--- config.mk ---
export PLATFORM = sky130hd
export DESIGN_NAME = rf_controller
export DESIGN_NICKNAME = d
export VERILOG_FILES = /design/src/rtl/rf_ctrl_pkg.sv /design/src/rtl/rf_sel_decode.sv /design/src/rtl/rf_controller.sv
export SDC_FILE = /design/constraint.sdc
export NUM_CORES = 1
export LEC_CHECK = 0
export BUFFER_PORTS_ARGS = -buffer_cell sky130_fd_sc_hd__buf_2
export CAP_MARGIN = 20
export CORE_MARGIN = 3
export CORE_UTILIZATION = 56
export DETAILED_ROUTE_END_ITERATION = 12
export PLACE_DENSITY_LB_ADDON = 0.2
export SKIP_LAST_GASP = 1
export SLEW_MARGIN = 20
export SYNTH_ARGS = -nofsm -noshare
export SYNTH_HDL_FRONTEND = slang
export SYNTH_SLANG_ARGS = --single-unit
--- constraint.sdc ---
create_clock -name clk_i -period 3.28 [get_ports clk_i]
set_input_delay 0.164 -clock clk_i [delete_from_list [all_inputs] [get_ports clk_i]]
set_output_delay 0.164 -clock clk_i [all_outputs]
set_load 0.005 [all_outputs]
--- src/rtl/rf_ctrl_pkg.sv ---
// rf_ctrl_pkg: opcodes, sequencer states, register codes and FunSel values shared by the register-file controller.
package rf_ctrl_pkg;
  typedef enum logic [2:0] {OP_NOP, OP_CLR, OP_LDI, OP_INC, OP_DEC, OP_MOV, OP_CNTDN, OP_RSV} op_e;
  typedef enum logic [2:0] {S_IDLE, S_SRC, S_LATCH, S_WRITE, S_SEL, S_EVAL, S_READ, S_DONE} state_e;
  localparam logic [2:0] REG_T1 = 3'd0, REG_T2 = 3'd1, REG_T3 = 3'd2, REG_T4 = 3'd3;
  localparam logic [2:0] REG_R1 = 3'd4, REG_R2 = 3'd5, REG_R3 = 3'd6, REG_R4 = 3'd7;
  localparam logic [1:0] FUN_CLR = 2'b00, FUN_LOAD = 2'b01, FUN_DEC = 2'b10, FUN_INC = 2'b11;
  function automatic logic [1:0] fun_of(op_e op);
    return op == OP_CLR ? FUN_CLR : op == OP_INC ? FUN_INC : (op == OP_DEC || op == OP_CNTDN) ? FUN_DEC : FUN_LOAD;
  endfunction
  function automatic state_e start_of(op_e op);
    return op inside {OP_CLR, OP_LDI, OP_INC, OP_DEC} ? S_WRITE : op == OP_MOV ? S_SRC : op == OP_CNTDN ? S_SEL : S_DONE;
  endfunction
endpackage

--- src/rtl/rf_sel_decode.sv ---
// rf_sel_decode: turns a 3-bit register code into one-hot R/T enables (bit3 = R1/T1).
module rf_sel_decode (
  input  logic [2:0] code_i,
  input  logic       en_i,
  output logic [3:0] rsel_o,
  output logic [3:0] tsel_o
);
  logic [3:0] hot;
  assign hot = 4'b1000 >> code_i[1:0];
  assign rsel_o = (en_i && code_i[2]) ? hot : 4'b0000;
  assign tsel_o = (en_i && !code_i[2]) ? hot : 4'b0000;
endmodule

--- src/rtl/rf_controller.sv ---
// rf_controller: sequences one micro-command into register-file write drive and reads the destination back.
module rf_controller
  import rf_ctrl_pkg::*;
#(
  parameter int WIDTH = 8
) (
  input  logic             clk_i,
  input  logic             rst_ni,
  input  logic             cmd_valid_i,
  output logic             cmd_ready_o,
  input  logic [2:0]       cmd_op_i,
  input  logic [2:0]       cmd_dst_i,
  input  logic [2:0]       cmd_src_i,
  input  logic [WIDTH-1:0] cmd_imm_i,
  input  logic [WIDTH-1:0] rf_o1_i,
  output logic [WIDTH-1:0] rf_i_o,
  output logic [1:0]       rf_fun_sel_o,
  output logic [3:0]       rf_rsel_o,
  output logic [3:0]       rf_tsel_o,
  output logic [2:0]       rf_o1_sel_o,
  output logic             done_o,
  output logic [WIDTH-1:0] result_o
);
  state_e state_q, state_d;
  op_e op_q, op_n;
  logic [2:0] dst_q, dst_n, src_q, src_n, o1_sel_q;
  logic [WIDTH-1:0] imm_q, imm_n, rf_i_q, result_q;
  logic [3:0] rsel_q, tsel_q, rsel_d, tsel_d;
  logic [1:0] fun_q;
  logic ready_q, done_q, accept;
  assign accept = cmd_valid_i && ready_q;
  // fields seen on the accept edge itself, so the first state can already use them
  assign op_n = accept ? op_e'(cmd_op_i) : op_q;
  assign dst_n = accept ? cmd_dst_i : dst_q;
  assign src_n = accept ? cmd_src_i : src_q;
  assign imm_n = accept ? cmd_imm_i : imm_q;
  always_comb begin
    state_d = state_q;
    case (state_q)
      S_IDLE, S_DONE: state_d = accept ? start_of(op_n) : S_IDLE;
      S_SRC:          state_d = S_LATCH;
      S_LATCH:        state_d = S_WRITE;
      S_WRITE:        state_d = op_q == OP_CNTDN ? S_SEL : S_READ;
      S_SEL:          state_d = S_EVAL;
      S_EVAL:         state_d = rf_o1_i == '0 ? S_DONE : S_WRITE;
      S_READ:         state_d = S_DONE;
      default:        state_d = S_IDLE;
    endcase
  end
  rf_sel_decode u_dec (
    .code_i(dst_n),
    .en_i  (state_d == S_WRITE),
    .rsel_o(rsel_d),
    .tsel_o(tsel_d)
  );
  always_ff @(posedge clk_i) begin
    if (!rst_ni) begin
      state_q  <= S_IDLE;
      op_q     <= OP_NOP;
      dst_q    <= '0;
      src_q    <= '0;
      imm_q    <= '0;
      ready_q  <= 1'b1;
      done_q   <= 1'b0;
      rsel_q   <= '0;
      tsel_q   <= '0;
      fun_q    <= FUN_CLR;
      rf_i_q   <= '0;
      o1_sel_q <= '0;
      result_q <= '0;
    end else begin
      state_q <= state_d;
      op_q    <= op_n;
      dst_q   <= dst_n;
      src_q   <= src_n;
      imm_q   <= imm_n;
      ready_q <= state_d == S_IDLE || state_d == S_DONE;
      done_q  <= state_d == S_DONE;
      rsel_q  <= rsel_d;
      tsel_q  <= tsel_d;
      if (state_d == S_WRITE) fun_q <= fun_of(op_n);
      if (state_q == S_LATCH) rf_i_q <= rf_o1_i;
      else if (state_d == S_WRITE && op_n == OP_LDI) rf_i_q <= imm_n;
      if (state_d == S_SRC || state_d == S_LATCH) o1_sel_q <= src_n;
      else if (state_d inside {S_SEL, S_EVAL, S_READ}) o1_sel_q <= dst_n;
      if (state_d == S_DONE && (state_q == S_READ || state_q == S_EVAL)) result_q <= rf_o1_i;
    end
  end
  assign cmd_ready_o  = ready_q;
  assign done_o       = done_q;
  assign rf_rsel_o    = rsel_q;
  assign rf_tsel_o    = tsel_q;
  assign rf_fun_sel_o = fun_q;
  assign rf_i_o       = rf_i_q;
  assign rf_o1_sel_o  = o1_sel_q;
  assign result_o     = result_q;
endmodule

Word-level counts from Yosys, hierarchy flattened
Cells that the tools add are included.
- word-level logic and storage cells: 73
- input bits: 28
- flip-flop bits (word level): 51
- shifts and indexed selects: 1
- equal/unequal tests: 21
- muxes and demuxes: 18
- reduce and logical (&&, ||, !) cells: 20
- operators with widths (cell ; number):
    equality test 3 bit, second input constant ; 12
    2-to-1 mux 3 bit ; 9
    2-to-1 mux 8 bit ; 3
    case mux 3 bit (7 select lines) ; 1
    equality test 3 x 2 -> 1 bit, second input constant ; 6
    2-to-1 mux 2 bit ; 5
    equality test 3 x 1 -> 1 bit, second input constant ; 3
    zero test 8 bit ; 1
    zero test 3 bit ; 2
    logical AND 1 bit ; 5
    logical OR 1 bit ; 4
    AND reduction 2 bit ; 2
    nonzero test 2 bit ; 2
    nonzero test 4 bit ; 1
    right shift 4 x 2 -> 4 bit, first input constant ; 1
    nonzero test 3 bit ; 1
    OR reduction 2 bit ; 1
    zero test 1 bit ; 1

Logic depth before layout (Yosys ltp)
Gate-level depths: netlist of run 1.
- depth after elaboration: 12
- gate-level depth with buffers: 8

Modules after synthesis
From an unflattened synthesis of run 1, not the netlist that was laid out.
- cells, all modules: 253
- area total of the unflattened synthesis: 2382.3 sq um
- by module, submodules not included (module ; seq. area each (sq um) ; cells an instance ; instances ; area each (sq um)):
    rf_controller ; 1021.0 ; 245 ; 1 ; 2285.9
    rf_sel_decode ; 0.0 ; 8 ; 1 ; 96.3

Least setup slack after synthesis of run 1
No wires, ideal clock.
- kind: register to register
- start: register ready_q (netlist: cmd_ready_o)
- end: register fun_q[0] (netlist: rf_fun_sel_o[0])
- required time: 3.158 ns
- buffers on the path: 2
- setup time: 0.122 ns
- stages on the path, launching flop included: 9
- slack: 1.199 ns
- arrival time: 1.959 ns
- cell sequence: dfxtp_1 and2_1 buf_4 mux2i_1 mux2_4 a21o_1 buf_6 nand2b_4 o311a_1
- word-level cells in the longest chain between the ends: 9
- ends and longest elaborated chain (item ; RTL line ; text):
    start: declaration ; rf_controller.sv:30 ; logic ready_q, done_q, accept;
    start signal: assignment ; rf_controller.sv:63 ; ready_q <= 1'b1;
    start signal: assignment ; rf_controller.sv:77 ; ready_q <= state_d == S_IDLE || state_d == S_DONE;
    logical AND 1 bit (*) ; rf_controller.sv:31 ; assign accept = cmd_valid_i && ready_q;
    2-to-1 mux 3 bit ; rf_controller.sv:33 ; assign op_n = accept ? op_e'(cmd_op_i) : op_q;
    equality test 3 bit ; rf_ctrl_pkg.sv:9, rf_ctrl_pkg.sv:12 ;
    2-to-1 mux 2 bit ; rf_ctrl_pkg.sv:12 ; return op inside {OP_CLR, OP_LDI, OP_INC, OP_DEC} ? S_WRITE : op == OP_MOV ? S_SRC : op == OP_CNTDN ? S_SEL : ...
    2-to-1 mux 3 bit (2 in a row) ; rf_ctrl_pkg.sv:12 ;
    2-to-1 mux 3 bit ; rf_controller.sv:40 ; S_IDLE, S_DONE: state_d = accept ? start_of(op_n) : S_IDLE;
    case mux 3 bit (7 select lines) ; rf_controller.sv:39 ; case (state_q)
    equality test 3 x 2 -> 1 bit ; rf_controller.sv:81 ; if (state_d == S_WRITE) fun_q <= fun_of(op_n);
    end signal: assignment ; rf_controller.sv:81 ;
    end: declaration ; rf_controller.sv:29 ; logic [1:0] fun_q;
Every way passes the cells marked *; elsewhere a longest branch is shown, timed or not.
A chain may end at the register's enable or synchronous reset.

Worst setup path after layout of run 1
- start: register ready_q (netlist: cmd_ready_o)
- end: register rf_i_q[4] (netlist: rf_i_o[4])
- word-level cells in the longest chain between the ends: 11
- ends and longest elaborated chain (item ; RTL line ; text):
    logical AND 1 bit (*) ; rf_controller.sv:31 ;
    2-to-1 mux 3 bit ; rf_controller.sv:33 ;
    equality test 3 bit ; rf_ctrl_pkg.sv:12 ;
    2-to-1 mux 2 bit ; rf_ctrl_pkg.sv:12 ;
    2-to-1 mux 3 bit (2 in a row) ; rf_ctrl_pkg.sv:12 ;
    2-to-1 mux 3 bit ; rf_controller.sv:40 ;
    case mux 3 bit (7 select lines) ; rf_controller.sv:39 ;
    equality test 3 x 2 -> 1 bit ; rf_controller.sv:83 ; else if (state_d == S_WRITE && op_n == OP_LDI) rf_i_q <= imm_n;
    logical AND 1 bit ; rf_controller.sv:83 ;
    nonzero test 2 bit (no line) ; -- ;
    end signal: assignment ; rf_controller.sv:82 ; if (state_q == S_LATCH) rf_i_q <= rf_o1_i;
    end signal: assignment ; rf_controller.sv:83 ;
    end: declaration ; rf_controller.sv:27 ; logic [WIDTH-1:0] imm_q, imm_n, rf_i_q, result_q;
Every way passes the cells marked *; elsewhere a longest branch is shown, timed or not. The select of a mux whose other input is x is not followed.

==> impl_metrics.env, run 1 <==
export IMPL_critPathRequiredTime_ns=3.48
export IMPL_final_setup_skew_ns=0.00542
export IMPL_critical_path_max_stage_delay_ns=0.51
export IMPL_final_design_area_no_fill_um2=2750
export IMPL_timing_hold_worst_start="cmd_src_i[0]"
export IMPL_global_route_usage_total=0.214
export IMPL_timing_reg2reg_setup_slack_ns=0.73
export IMPL_antenna_found_initial=0
export IMPL_crit_path_start_kind="flop"
export IMPL_yosysUniqueCellTypes=40
export IMPL_worst_path_max_delay_cell="sky130_fd_sc_hd__and2_1"
export IMPL_timing_hold_violations_final=0
export IMPL_p_sw_mw=0.689
export IMPL_n_antenna_cell=0
export IMPL_first_pass_grt_wire_length_mm=8.54
export IMPL_first_global_vias=1827
export IMPL_synth_top_area_frac=0.440
export IMPL_n_fill_cell=324
export IMPL_antenna_violating_nets_remaining=0
export IMPL_proportion_of_register_bits_with_asynchronous_set_or_reset_after_synthesis=0
export IMPL_core_um2=3830
export IMPL_hold_path_class="primary input to flop"
export IMPL_num_io_pins=59
export IMPL_power_frac_clock=0.250
export IMPL_combined_buffer_and_inverter_count_along_the_critical_path=0
export IMPL_maxSlewViolCount=0
export IMPL_netlist_area_um2=2320
export IMPL_achievable_frequency_mhz=391
export IMPL_die_area_um2=4950
export IMPL_grt_start_max_net_pins=43
export IMPL_die_height_um=70.3
export IMPL_port_buffers=58
export IMPL_post_synth_inst_count=255
export IMPL_cts_root_buffer_cell="sky130_fd_sc_hd__clkbuf_8"
export IMPL_fin_crit_ns=2.55
export IMPL_timing_critical_path_arrival_ns=2.75
export IMPL_post_dp_cell_area_um2=2610
export IMPL_setup_violations_final=0
export IMPL_htree_num_levels=2
export IMPL_max_slew_margin=0.421
export IMPL_largest_area_contributor_in_the_netlist="sky130_fd_sc_hd__dfxtp_1"
export IMPL_worst_hold_path_endpoint="src_q[0]"
export IMPL_routed_via_density=5.49
export IMPL_whs_path_depth=3
export IMPL_p_sw_frac=0.341
export IMPL_postSynthAreaPerCell_um2=9.09
export IMPL_yosys_top_cells_area="sky130_fd_sc_hd__dfxtp_1 (44%), sky130_fd_sc_hd__mux2i_1 (12%), sky130_fd_sc_hd__nor2b_1 (5.9%)"
export IMPL_critical_path_reg2reg_endpoint="rf_i_o[4]"
export IMPL_cts_buffers=5
export IMPL_net_count_final=335
export IMPL_clk_path_buf_depth=2
export IMPL_post_cts_hold_buffer_count=0
export IMPL_final_layout_size_suffix_gt1_frac=0.247
export IMPL_synth_ff_type="sky130_fd_sc_hd__dfxtp_1"
export IMPL_place_gp_congestion=0.844
export IMPL_timing_rr_start="cmd_ready_o"
export IMPL_post_cts_setup_buffers=0
export IMPL_post_cts_resized_instances=0
export IMPL_rows=22
export IMPL_floorplan_initialDensity=0.606
export IMPL_cts_tree="built"
export IMPL_path_clk_slew_ns=0.09
export IMPL_grt_overflow_total=0
export IMPL_synth_edf_count=0
export IMPL_critical_path_class="flop to flop"
export IMPL_wirelength_mm=5.20
export IMPL_drt_pass1_iter_count=4
export IMPL_detail_route_iter0_violations=158
export IMPL_path_cells="and2_1 -> mux2i_1 -> mux2_4 -> a221oi_4 -> a21oi_2 -> a22o_1"
export IMPL_synth_seq_cells=51
export IMPL_p_int_mw=1.33
export IMPL_routed_via_count=1955
export IMPL_power_frac_comb=0.355
export IMPL_clock_latency_on_the_worst_skew_pair_ns=0.30
export IMPL_remaining_drc_errors=0
export IMPL_worst_path_dominant_cell_family="compound AO/OA/AOI/OAI gates"
export IMPL_vdd_drop_max_v=0.000519
export IMPL_synth_yosys_warnings=0
export IMPL_cts_sink_cnt=51
export IMPL_run_status="finished, final reports clean"
export IMPL_synthesized_netlist_net_count=283
export IMPL_endpoint_kind="flop"
export IMPL_rsz0062_at_grt="no"
export IMPL_worstMarginPinSlew_ns=0.865
export IMPL_synth_to_layout_area_growth_pct=18.4
export IMPL_leakage_nw=1.19
export IMPL_reg2regPathDepth=6
export IMPL_ys_seq_area_frac=0.440
export IMPL_sequentialPowerShare=0.395
export IMPL_timing_final_crit_share=0.779
export IMPL_pwr_density_cell_nw_per_um2=736
export IMPL_placed_wire_length_estimate_mm=3.79
export IMPL_cap_violations=0
export IMPL_crit_path_max_fanout=16
export IMPL_die_width_um=70.3
export IMPL_drt_wirelength_per_cell_um=14.6
export IMPL_timing_setup_tns_ns=0
sequential cells by signal, summed over array words and instances (netlist names), 2 cells and up:
signal and flops:
state_q 3, rf_i_o 8, rf_tsel_o 4, imm_q 8, src_q 3, rf_fun_sel_o 2
op_q 3, rf_rsel_o 4, rf_o1_sel_o 3, dst_q 3, result_o 8
cells in the mapped netlist, types with 2 or more instances:
library cell               instances
sky130_fd_sc_hd__nand2_1          34
sky130_fd_sc_hd__a21boi_0          8
sky130_fd_sc_hd__a211oi_1          3
sky130_fd_sc_hd__nor2_1            9
sky130_fd_sc_hd__a31oi_1           3
sky130_fd_sc_hd__buf_2             3
sky130_fd_sc_hd__nor2b_1          22
sky130_fd_sc_hd__nand3b_1          3
sky130_fd_sc_hd__a22o_1            8
sky130_fd_sc_hd__clkbuf_1          8
sky130_fd_sc_hd__and2_1            7
sky130_fd_sc_hd__and3_1            3
sky130_fd_sc_hd__or2_2             2
sky130_fd_sc_hd__a21oi_1           6
sky130_fd_sc_hd__inv_1             4
sky130_fd_sc_hd__o21a_1            3
sky130_fd_sc_hd__dfxtp_1          51
sky130_fd_sc_hd__nand3_1           5
sky130_fd_sc_hd__nor3_1           11
sky130_fd_sc_hd__o21ai_0          16
sky130_fd_sc_hd__mux2i_1          27
cells in the final DEF (no fill, tap or decap), types with 6 or more instances in the layout:
cell type,netlist,final
sky130_fd_sc_hd__a21boi_0,8,8
sky130_fd_sc_hd__nor2_1,9,9
sky130_fd_sc_hd__mux2i_1,27,27
sky130_fd_sc_hd__nor2b_1,22,22
sky130_fd_sc_hd__nand2_1,34,34
sky130_fd_sc_hd__and2_1,7,7
sky130_fd_sc_hd__o21ai_0,16,16
sky130_fd_sc_hd__buf_2,3,58
sky130_fd_sc_hd__nor3_1,11,11
sky130_fd_sc_hd__dfxtp_1,51,51
sky130_fd_sc_hd__a22o_1,8,8
sky130_fd_sc_hd__a21oi_1,6,6
kinds of logic after synthesis:
| logic type | after synthesis | synth area share |
|---|---|---|
| AO/OA/AOI/OAI | 56 | 0.174 |
| XOR/XNOR | 1 | 0.00378 |
| buffers and inverters | 18 | 0.0356 |
| flip-flops | 51 | 0.440 |
| multiplexers | 28 | 0.123 |
| AND/OR/NAND/NOR | 101 | 0.223 |
power by group through the flow:
| stage | logic (mW) | registers, mW | clock network, mW |
|---|---|---|---|
| floorplan | 0.566 | 0.780 | 0 |
| global placement | 0.688 | 0.807 | 0 |
| detailed placement | 0.712 | 0.812 | 0 |
| CTS | 0.716 | 0.798 | 0.515 |
| global route | 0.794 | 0.812 | 0.541 |
| finish | 0.717 | 0.798 | 0.506 |
worst min-delay path: stages:
cell and delay, ns:
sky130_fd_sc_hd__buf_2 0.09, sky130_fd_sc_hd__nand2_1 0.04, sky130_fd_sc_hd__a21boi_0 0.09
worst max path at each step:
| stage | start | endpoint | cells after the start |
|---|---|---|---|
| detailed placement | cmd_ready_o | rf_i_o[4] | 6 |
| finish | cmd_ready_o | rf_i_o[4] | 6 |
| global route | cmd_ready_o | rf_i_o[0] | 6 |
| CTS | cmd_ready_o | rf_i_o[4] | 6 |
| floorplan | cmd_ready_o | rf_fun_sel_o[0] | 8 |
| global placement | cmd_ready_o | rf_i_o[0] | 6 |
final cells by class:
class,instances,area [um2],area share
repair buffers,59,298,0.108
inverters,4,15.0,0.00547
clock buffers,5,68.8,0.0251
flip-flops and latches,51,1020,0.372
clock inverters,3,67.6,0.0246
multi-input cells,186,1210,0.443
well taps,48,60.1,0.0219
routing by layer:
metal	global-route usage	routed length [um]	share of wire	vias to the layer above
li1	-	-	-	1001
met1	0.305	2430	0.47	890
met2	0.315	2360	0.45	57
met3	0.0518	338	0.065	7
met4	0.0681	66	0.013	0
met5	0	0	0	-
metrics by stage:
| stage | cells | setup WS [ns] | hold slack (ns) | utilization | total power, mW |
|---|---|---|---|---|---|
| finish | 356 | 0.725 | 0.139 | 0.717 | 2.02 |
| global route | 356 | 0.559 | 0.156 | 0.717 | 2.15 |
| CTS | 356 | 0.739 | 0.136 | 0.717 | 2.03 |
| detailed placement | 348 | 0.742 | 0.456 | 0.682 | 1.52 |
| global placement | 348 | 0.872 | 0.442 | 0.682 | 1.50 |
| floorplan | 255 | 1.20 | 0.309 | - | 1.35 |
(Power assumes the default switching activity.)
==> run 2: changes to the inputs <==
- ABC_AREA: default -> 1
- CORE_UTILIZATION: 56 -> 47
- clock period: 3.28 -> 2.1 ns (I/O delays scaled with it)
==> run 2 against run 1 <==
Against the previous run:
- clock power up 20%
- area after synthesis down 1.6%
- count of clock-buffer cells in the layout up 1
- final cell count up 18%
- critical path depth up 3
- die area up 16%
- sequential share of layout area up 0.34 points
- global-route usage down 3.7 points
- critical endpoint is now rf_i_o[0]
- non-clock buffer count up 3
- critical path type unchanged
==> impl_metrics.env, run 2 <==
export IMPL_maxSlewViolCount=0
export IMPL_synth_yosys_warnings=0
export IMPL_grt_start_max_net_pins=33
export IMPL_drt_pass1_iter_count=4
export IMPL_worstMarginPinSlew_ns=0.856
export IMPL_timing_hold_violations_final=0
export IMPL_final_instance_count_excl_fill=420
export IMPL_critical_path_reg2reg_endpoint="rf_i_o[0]"
export IMPL_port_buffers=58
export IMPL_routed_via_count=1986
export IMPL_final_layout_size_suffix_gt1_frac=0.273
export IMPL_post_cts_hold_buffer_count=0
export IMPL_place_gp_congestion=0.797
export IMPL_wirelength_mm=4.80
export IMPL_crit_path_max_fanout=16
export IMPL_grt_overflow_total=0
export IMPL_cts_buffers=5
export IMPL_run_status="finished, final reports clean"
export IMPL_reg2regPathDepth=9
export IMPL_die_area_um2=5730
export IMPL_postSynthAreaPerCell_um2=7.71
export IMPL_post_synth_mux_area_share=0.0482
export IMPL_yosys_cell_count_top_type="sky130_fd_sc_hd__nor2_1"
export IMPL_placed_wire_length_estimate_mm=3.54
export IMPL_final_cell_mix="sky130_fd_sc_hd__buf_2 (58), sky130_fd_sc_hd__nor2_1 (55), sky130_fd_sc_hd__dfxtp_1 (51)"
export IMPL_clock_latency_on_the_worst_skew_pair_ns=0.31
export IMPL_vdd_drop_max_v=0.000555
export IMPL_fin_crit_ns=1.82
export IMPL_timing_critical_path_arrival_ns=2.03
export IMPL_cts_root_buffer_cell="sky130_fd_sc_hd__clkbuf_8"
export IMPL_worst_hold_path_endpoint="imm_q[5]"
export IMPL_leakage_nw=1.41
export IMPL_die_height_um=75.7
export IMPL_setup_violations_final=0
export IMPL_pwr_density_cell_nw_per_um2=1350
export IMPL_total_power_mw=3.67
export IMPL_rsz0062_at_grt="no"
export IMPL_netlist_area_um2=2280
export IMPL_global_route_usage_total=0.176
export IMPL_timing_reg2reg_setup_slack_ns=0.28
export IMPL_routed_via_density=4.73
export IMPL_timing_setup_tns_ns=0
export IMPL_timing_hold_worst_start="cmd_imm_i[5]"
export IMPL_met1_usage=0.221
export IMPL_mostFrequentLayoutCell="sky130_fd_sc_hd__buf_2"
export IMPL_cts_tree="built"
export IMPL_synth_top_area_frac=0.447
export IMPL_core_um2=4530
export IMPL_critical_path_class="flop to flop"
export IMPL_synthTopCellsByCount="sky130_fd_sc_hd__nor2_1 (55), sky130_fd_sc_hd__dfxtp_1 (51), sky130_fd_sc_hd__nand2_1 (39), sky130_fd_sc_hd__inv_1 (32), sky130_fd_sc_hd__a21oi_1 (29)"
export IMPL_remaining_drc_errors=0
export IMPL_proportion_of_register_bits_with_asynchronous_set_or_reset_after_synthesis=0
export IMPL_post_route_worst_setup_slack_ns=0.277
export IMPL_hold_path_class="primary input to flop"
export IMPL_critical_path_max_stage_delay_ns=0.43
export IMPL_yosysUniqueCellTypes=27
export IMPL_synth_simple_gate_area_share=0.311
export IMPL_ys_seq_area_frac=0.447
export IMPL_post_cts_setup_buffers=0
export IMPL_yosys_area_share_adder=0
export IMPL_timing_final_crit_share=0.868
export IMPL_timing_rr_start="cmd_ready_o"
export IMPL_critPathRequiredTime_ns=2.31
export IMPL_worst_path_max_delay_cell="sky130_fd_sc_hd__dfxtp_1"
export IMPL_whs_path_depth=3
export IMPL_met3_usage=0.0449
export IMPL_synth_top_family_by_area="simple AND/OR/NAND/NOR gates"
export IMPL_n_fill_cell=428
export IMPL_clk_path_buf_depth=2
export IMPL_die_width_um=75.7
export IMPL_max_slew_margin=0.426
export IMPL_seq_area_um2=1020
export IMPL_synth_seq_cells=51
export IMPL_cts_sink_cnt=51
export IMPL_post_synth_inst_count=296
export IMPL_cp_startpoint="cmd_ready_o"
export IMPL_net_count_final=382
export IMPL_detail_route_iter0_violations=92
export IMPL_critical_path_most_common_cell="sky130_fd_sc_hd__nand2_4"
export IMPL_grt_use_met2=0.291
export IMPL_combined_buffer_and_inverter_count_along_the_critical_path=0
export IMPL_grt_busiest_layer="met2"
export IMPL_synth_to_layout_area_growth_pct=19.2
export IMPL_synthesized_netlist_net_count=324
export IMPL_n_antenna_cell=0
export IMPL_post_cts_resized_instances=0
export IMPL_post_place_cells=412
export IMPL_endpoint_kind="flop"
export IMPL_synth_compound_gate_area_share=0.105
export IMPL_synth_ff_type="sky130_fd_sc_hd__dfxtp_1"
export IMPL_synth_edf_count=0
export IMPL_multi_input_comb_area_um2=1080
export IMPL_htree_num_levels=2
export IMPL_antenna_found_initial=0
export IMPL_largest_area_contributor_in_the_netlist="sky130_fd_sc_hd__dfxtp_1"
export IMPL_path_cells="nand2_4 -> nand2_2 -> nand2_4 -> nand3_1 -> nand2_1 -> a21oi_4 -> nand4_4 -> a21oi_1 -> nor2_1"
export IMPL_synth_xor_xnor_area_share=0.00768
export IMPL_yosys_top_cells_area="sky130_fd_sc_hd__dfxtp_1 (45%), sky130_fd_sc_hd__nor2_1 (9.0%), sky130_fd_sc_hd__nand2_1 (6.4%)"
export IMPL_drt_wirelength_per_cell_um=11.4
export IMPL_antenna_violating_nets_remaining=0
export IMPL_crit_path_start_kind="flop"
export IMPL_rows=24
export IMPL_achievable_frequency_mhz=549
export IMPL_pre_cts_ws_ns=0.294
export IMPL_final_setup_skew_ns=0.0107
export IMPL_cap_violations=0
export IMPL_first_global_vias=1754
export IMPL_path_clk_slew_ns=0.09
export IMPL_floorplan_initialDensity=0.503
export IMPL_num_io_pins=59
export IMPL_worst_path_dominant_cell_family="simple AND/OR/NAND/NOR gates"
export IMPL_first_pass_grt_wire_length_mm=7.65
-- run 2: logic make-up (layout without fill, tap and decap cells) --
kind of cell | after synthesis | count (layout)
simple gates | 143 | 143
flops | 51 | 51
xor+xnor | 2 | 2
compound gates | 45 | 45
mux | 11 | 11
buf+inv | 44 | 103
-- run 2: layer usage --
layer | routed length [um] | vias up | share of wire
met5 | 0 | - | 0
met4 | 76 | 0 | 0.016
met3 | 231 | 7 | 0.048
met2 | 2270 | 49 | 0.47
met1 | 2230 | 870 | 0.46
li1 | - | 1060 | -
-- run 2: cell type report --
cell class / count / area share
clock buffer: 6 / 0.0304
clock inverter: 2 / 0.00506
sequential: 51 / 0.375
tap: 65 / 0.0299
multi-input combinational: 201 / 0.396
inverter: 33 / 0.0455
timing repair buffer: 62 / 0.118
-- run 2: worst max path at each step --
stage	to	slack [ns]	cells past startpoint
6_report	rf_i_o[0]	0.28	9
5_1_grt	rf_i_o[2]	0.13	10
4_1_cts	rf_i_o[0]	0.28	9
3_5_place_dp	rf_i_o[0]	0.29	9
3_3_place_gp	rf_i_o[0]	0.31	10
2_1_floorplan	rf_i_o[0]	0.48	10
-- run 2: worst min-delay path, delay by kind of cell --
family / cells / cell delay [ns]
and+or+nand+nor: 1 / 0.08
buffers and inverters: 1 / 0.08
muxes: 1 / 0.07
-- run 2: metrics by stage --
| step | cell area (um2) | utilization | hold WS (ns) |
|---|---|---|---|
| 5_1_grt | 2720 | 0.600 | 0.0398 |
| 6_report | 2720 | 0.600 | 0.0468 |
| 3_5_place_dp | 2620 | 0.579 | 0.367 |
| 3_3_place_gp | 2620 | 0.579 | 0.358 |
| 2_1_floorplan | 2280 | - | 0.253 |
| 4_1_cts | 2720 | 0.600 | 0.0364 |
-- run 2: power by group --
| group | internal [mW] | switching, mW |
|---|---|---|
| clock | 0.270 | 0.335 |
| sequential | 1.19 | 0.124 |
| combinational | 0.658 | 1.09 |
